### src/rtl/hazard_scheduler.sv
// hazard_scheduler: decode->execute sequencer deciding issue, load-use stall or wrong-path kill, plus forwarding selects.
// Optional HAZARD_PERF_CNT_EN adds stall/kill cycle counters perf_stall_o/perf_kill_o.
module hazard_scheduler #(
  parameter int REG_AW     = 5,
  parameter int LU_BUBBLES = 1,
  parameter int BR_KILL    = 2,
  parameter int JMP_KILL   = 1
) (
  input  logic              clk,
  input  logic              rst_n,
  input  logic              id_valid_i,
  output logic              id_ready_o,
  input  logic [REG_AW-1:0] id_rs1_i,
  input  logic [REG_AW-1:0] id_rs2_i,
  input  logic [REG_AW-1:0] id_rd_i,
  input  logic [7:0]        id_ctrl_i,
  input  logic              id_flush_cs_i,
  input  logic              ex_br_taken_i,
  output logic              ex_valid_o,
  output logic              fetch_stall_o,
  output logic              fetch_kill_o,
`ifdef HAZARD_PERF_CNT_EN
  output logic [31:0]       perf_stall_o,
  output logic [31:0]       perf_kill_o,
`endif
  output logic [1:0]        fwd_a_o,
  output logic [1:0]        fwd_b_o
);
  typedef enum logic [1:0] {RUN, STALL, KILL} state_e;
  typedef struct packed {
    logic              v;
    logic [REG_AW-1:0] rd;
    logic              wr;
    logic              ld;
  } sb_t;
  localparam logic [1:0] LU_C  = 2'(LU_BUBBLES - 1);
  localparam logic [1:0] BR_C  = 2'(BR_KILL - 1);
  localparam logic [1:0] JMP_C = 2'(JMP_KILL - 1);
  state_e     state_q, state_d;
  logic [1:0] cnt_q, cnt_d, cnt_dec;
  logic       init_q;
  sb_t        ex_q, ex_d, mem_q;
  logic       load_use;
  logic       unused_ctrl;
  assign unused_ctrl = ^{id_ctrl_i[7:4], id_ctrl_i[2:1]};
  // A load in EX cannot be forwarded, so any consumer must wait a cycle
  assign load_use = id_valid_i & ex_q.v & ex_q.ld & (|ex_q.rd) &
                    ((ex_q.rd == id_rs1_i) | (ex_q.rd == id_rs2_i));
  assign cnt_dec  = (cnt_q == 2'd0) ? 2'd0 : cnt_q - 2'd1;
  function automatic logic [1:0] fwd_sel(logic [REG_AW-1:0] rs, sb_t ex, sb_t mem);
    return (rs == '0) ? 2'b00 :
           (ex.v & ex.wr & (ex.rd == rs)) ? (ex.ld ? 2'b00 : 2'b01) :
           (mem.v & mem.wr & (mem.rd == rs)) ? 2'b10 : 2'b00;
  endfunction
  always_comb begin
    state_d       = state_q;
    cnt_d         = cnt_q;
    id_ready_o    = 1'b0;
    fetch_stall_o = 1'b0;
    fetch_kill_o  = 1'b0;
    if (init_q) begin
      if (ex_br_taken_i) begin
        fetch_kill_o = 1'b1;
        cnt_d        = BR_C;
        state_d      = (BR_C != 2'd0) ? KILL : RUN;
      end else if (state_q == STALL) begin
        fetch_stall_o = 1'b1;
        cnt_d         = cnt_dec;
        state_d       = (cnt_dec == 2'd0) ? RUN : STALL;
      end else if (state_q == KILL) begin
        fetch_kill_o = 1'b1;
        cnt_d        = cnt_dec;
        state_d      = (cnt_dec == 2'd0) ? RUN : KILL;
      end else if (load_use) begin
        fetch_stall_o = 1'b1;
        cnt_d         = LU_C;
        state_d       = (LU_C != 2'd0) ? STALL : RUN;
      end else begin
        id_ready_o = 1'b1;
        if (id_valid_i & id_flush_cs_i) begin
          fetch_kill_o = 1'b1;
          cnt_d        = JMP_C;
          state_d      = (JMP_C != 2'd0) ? KILL : RUN;
        end
      end
    end
  end
  assign ex_d       = (id_valid_i & id_ready_o) ? {1'b1, id_rd_i, id_ctrl_i[0], id_ctrl_i[3]} : '0;
  assign ex_valid_o = ex_q.v;
  assign fwd_a_o    = fwd_sel(id_rs1_i, ex_q, mem_q);
  assign fwd_b_o    = fwd_sel(id_rs2_i, ex_q, mem_q);
  always_ff @(posedge clk or negedge rst_n) begin
    if (!rst_n) begin
      init_q  <= 1'b0;
      state_q <= RUN;
      cnt_q   <= 2'd0;
      ex_q    <= '0;
      mem_q   <= '0;
    end else begin
      init_q  <= 1'b1;
      state_q <= state_d;
      cnt_q   <= cnt_d;
      ex_q    <= ex_d;
      mem_q   <= ex_q;
    end
  end
`ifdef HAZARD_PERF_CNT_EN
  logic [31:0] perf_stall_q, perf_kill_q;
  always_ff @(posedge clk or negedge rst_n) begin
    if (!rst_n) begin
      perf_stall_q <= '0;
      perf_kill_q  <= '0;
    end else begin
      perf_stall_q <= perf_stall_q + {31'd0, fetch_stall_o};
      perf_kill_q  <= perf_kill_q + {31'd0, fetch_kill_o};
    end
  end
  assign perf_stall_o = perf_stall_q;
  assign perf_kill_o  = perf_kill_q;
`endif
endmodule
### config.mk
export PLATFORM = sky130hd
export DESIGN_NAME = hazard_scheduler
export DESIGN_NICKNAME = d
export VERILOG_FILES = /design/src/rtl/hazard_scheduler.sv
export SDC_FILE = /design/constraint.sdc
export NUM_CORES = 1
export LEC_CHECK = 0
export CORE_AREA = 2 2 53 55
export DETAILED_ROUTE_END_ITERATION = 10
export DIE_AREA = 0 0 55 57
export PLACE_DENSITY_LB_ADDON = 0.15
export SLEW_MARGIN = 20
export SYNTH_ARGS = -nofsm -noshare
export SYNTH_HDL_FRONTEND = slang
export SYNTH_SLANG_ARGS = --single-unit
### constraint.sdc
create_clock -name clk -period 2.3 [get_ports clk]
set_input_delay 0.46 -clock clk [delete_from_list [all_inputs] [get_ports clk]]
set_output_delay 0.46 -clock clk [all_outputs]
set_load 0.02 [all_outputs]
==> impl_results.rst <==
.. list-table::
   :header-rows: 1

   * - Metric
     - Value
   * - Startpoint type of the worst setup path
     - register
   * - Violations in the final reports
     - setup timing
   * - Top library cells by usage in the layout, fill and taps aside
     - 24 x buf_4, 20 x dfrtp_1, 13 x xnor2_1, 13 x clkdlybuf4s50_1, 9 x and2_1
   * - Power density over the cells
     - 428 mW/mm2
   * - Fmax
     - 0.411 GHz
   * - Number of core rows
     - 19
   * - LEAKAGE
     - 0.767 nW
   * - Shortest clock period the worst path allows after layout
     - 2.43 ns
   * - Layout Area Growth over Synthesis
     - 59.6%
   * - Count of warnings emitted by yosys
     - 0
   * - Post-route antenna net violation count
     - 0
   * - Drt via density
     - 5.14
   * - I/O Pins
     - 36
   * - Top Family by Delay on Critical Path
     - simple AND/OR/NAND/NOR gates
   * - Clk Tree Root Cell
     - clkbuf_4
   * - Starting density of the core
     - 0.415
   * - Layout Nets
     - 192
   * - Largest fanout on the critical path
     - 4
   * - Total grt overflow
     - 0
   * - Sum of net half-perimeters after detailed placement
     - 2190 um
   * - Number of detailed-route iterations in the first pass
     - 4
   * - Pins Over Slew Limit
     - 0
   * - Max-Cap Viols
     - 0
   * - Final hold violation count
     - 0
   * - Worst reg2reg path depth
     - 8
   * - 1st-iter DRT viols
     - 20
   * - H-tree depth
     - 1
   * - Hold path startpoint
     - ex_q[1]
   * - Mapped Avg Cell Area
     - 10.2 um2
   * - Via count of the first global-routing pass
     - 1,019
   * - Endpoint with the worst hold slack
     - mem_q[1]
   * - Hold Crit Class
     - reg2reg
   * - Worst Path Class, Setup
     - reg2out
   * - Routability congestion estimate
     - 0.871
   * - Peak supply drop
     - 0.000350 V
   * - Longest Clk Path Bufs
     - 2
   * - Number of cells on the worst hold path
     - 0
   * - Layout Utilization
     - 0.663
   * - Netlist area before placement
     - 0.00109 mm2
   * - Most common library cell in the layout ignoring fill and taps
     - buf_4
   * - Number of buffers and inverters on the critical path
     - 2
   * - Required time of the worst setup path
     - 1.84 ns
   * - Pin count of the biggest net entering global routing
     - 21
   * - Worst-Skew Late Latency
     - 0.30 ns
   * - Number of instances in the synthesized netlist
     - 106
   * - Antenna violations before repair
     - 0
   * - CTS buffer count
     - 3
   * - Cells along the critical path
     - or4_4, o2111ai_2, a21oi_2, buf_4, nor4_2, buf_2
   * - Arrival @ worst endpoint
     - 1.97 ns
   * - Die Width
     - 55 um
   * - Inserted Diodes
     - 0
   * - Chip Height
     - 57 um
   * - IO buf count
     - 29
   * - Clock transition time at the flip-flop clock pins of the worst setup and hold paths
     - 0.11 ns
   * - Run status
     - finished with violations
   * - Beginning of the worst register-to-register path
     - ex_q[2]
   * - Total power after layout
     - 0.742 mW
   * - Core Footprint
     - 0.00262 mm2
   * - Post-layout worst setup margin
     - -0.132 ns
   * - Setup repair after global routing missed its margin
     - true
   * - DRC errors left
     - 0
   * - Worst setup slack for register-to-register paths
     - 0.25 ns
   * - Register bit count reported by yosys
     - 20
   * - # clock sinks
     - 20
   * - Highest cell delay on the worst timing path
     - 0.54 ns
   * - Via count
     - 987
   * - Share of final-layout standard cells stronger than drive strength 1
     - 0.335
   * - Critical Path End Type
     - primary output
   * - Slowest stage cell, crit path
     - or4_4
   * - Fraction of the yosys area taken by sequential cells
     - 0.461
   * - Area of the die
     - 0.00314 mm2
   * - Proportion of netlist area held by the largest area contributor
     - 0.461
   * - Combined global-route utilization of all metal layers
     - 0.199
   * - Share of the cycle needed by the critical path after routing
     - 1.06
   * - Layout Skew
     - 0.00270 ns
   * - Endpoint of the lowest-slack register-to-register path
     - ex_q[1]
   * - Cell type contributing the most total cell area after synthesis
     - dfrtp_1
   * - Total Routed Length
     - 2930 um
   * - Synth area leaders
     - dfrtp_1 46%, xnor2_1 11%, and2_1 5.2%, xor2_1 4.8%, nor2_1 3.5%
   * - Global-route wire length before repair
     - 4530 um
   * - Worst hold-check slack
     - 0.417 ns
   * - Synth cell types
     - 29
   * - Net count of the mapped netlist
     - 136
   * - Final setup vio count
     - 5
   * - Worst slack, placed
     - -0.631 ns
   * - Clock tree from TritonCTS
     - done
   * - Average wire length per cell after detail routing
     - 15.3 um
==> cell type report <==
cell class	count	area, um2
tap	31	38.8
sequential	20	500
fill	205	882
inverter	5	18.8
timing repair buffer	51	447
multi-input combinational	81	692
clock buffer	4	36.3
==> cells in the mapped netlist <==
| cell | number |
|---|---|
| inv_1 | 5 |
| a31oi_1 | 1 |
| nor3b_1 | 1 |
| a211oi_1 | 1 |
| nor4b_4 | 1 |
| nand4_1 | 2 |
| and2_1 | 9 |
| dfrtp_1 | 20 |
| o22ai_1 | 1 |
| conb_1 | 1 |
| or4_1 | 3 |
| nand3b_1 | 1 |
| o211a_1 | 1 |
| nor2_1 | 10 |
| nand2b_1 | 4 |
| a22oi_1 | 1 |
| xnor2_1 | 14 |
| o2111ai_2 | 1 |
| a21oi_1 | 1 |
| a21oi_2 | 1 |
| o221ai_1 | 1 |
| nand2_1 | 3 |
| xor2_1 | 6 |
| nor3_1 | 3 |
| a21o_1 | 1 |
| o21ai_0 | 2 |
| nor4_1 | 5 |
| nand3_1 | 4 |
| ha_1 | 2 |
==> flip-flops by register name (all words and copies together) (netlist names) <==
register	cells
ex_q	7
mem_q	7
cnt_q	2
state_q	2
ex_valid_o	1
init_q	1
==> worst max path at each step <==
stage                startpoint    endpoint  slack [ns]  cells past startpoint
floorplan               ex_q[4]  id_ready_o        0.15                      4
global placement    id_rs1_i[2]  id_ready_o       -0.59                      8
detailed placement  id_rs1_i[2]  id_ready_o       -0.63                      8
CTS                     ex_q[2]  id_ready_o       -0.19                      6
global route            ex_q[2]  id_ready_o       -0.25                      6
finish                  ex_q[2]  id_ready_o       -0.13                      6
==> through the flow <==
stage	TNS (ns)	instance area, um2	cells
2_1_floorplan	0	1090	106
3_3_place_gp	-4.27	1560	185
3_5_place_dp	-5.04	1560	185
4_1_cts	-0.480	1620	190
5_1_grt	-1.08	1730	192
6_report	-0.389	1730	192
==> per-layer routing <==
metal | vias up | share of wire | track usage
met4 | 0 | 0.020 | 0.0627
met2 | 23 | 0.53 | 0.325
met1 | 479 | 0.42 | 0.267
li1 | 477 | - | -
met3 | 8 | 0.032 | 0.0340
met5 | - | 0 | 0
==> repair_timing <==
| action | 4_1_cts | 5_1_grt |
|---|---|---|
| gates resized for setup | 54 | 21 |
| gates cloned | 0 | 0 |
| setup endpoints to repair | 7 | 7 |
| buffers inserted | 1 | 2 |
| pin swaps | 13 | 11 |
| hold buffers | 0 | 0 |
==> kinds of logic (layout without fill, tap and decap cells) <==
group	count (synthesis)	in the layout	synth area share
xor+xnor	20	20	0.161
fa+ha+maj	2	2	0.0230
compound gates	12	12	0.0853
flops	20	20	0.461
simple gates	46	46	0.249
buf+inv	5	60	0.0173
other cells	1	1	0.00345
==> power breakdown <==
| group | internal, mW | total (mW) | switching [mW] |
|---|---|---|---|
| clock | 0.0965 | 0.205 | 0.108 |
| sequential | 0.363 | 0.375 | 0.0115 |
| combinational | 0.0871 | 0.162 | 0.0748 |
| total | 0.547 | 0.742 | 0.195 |
Power figures use the tool's default switching activity.
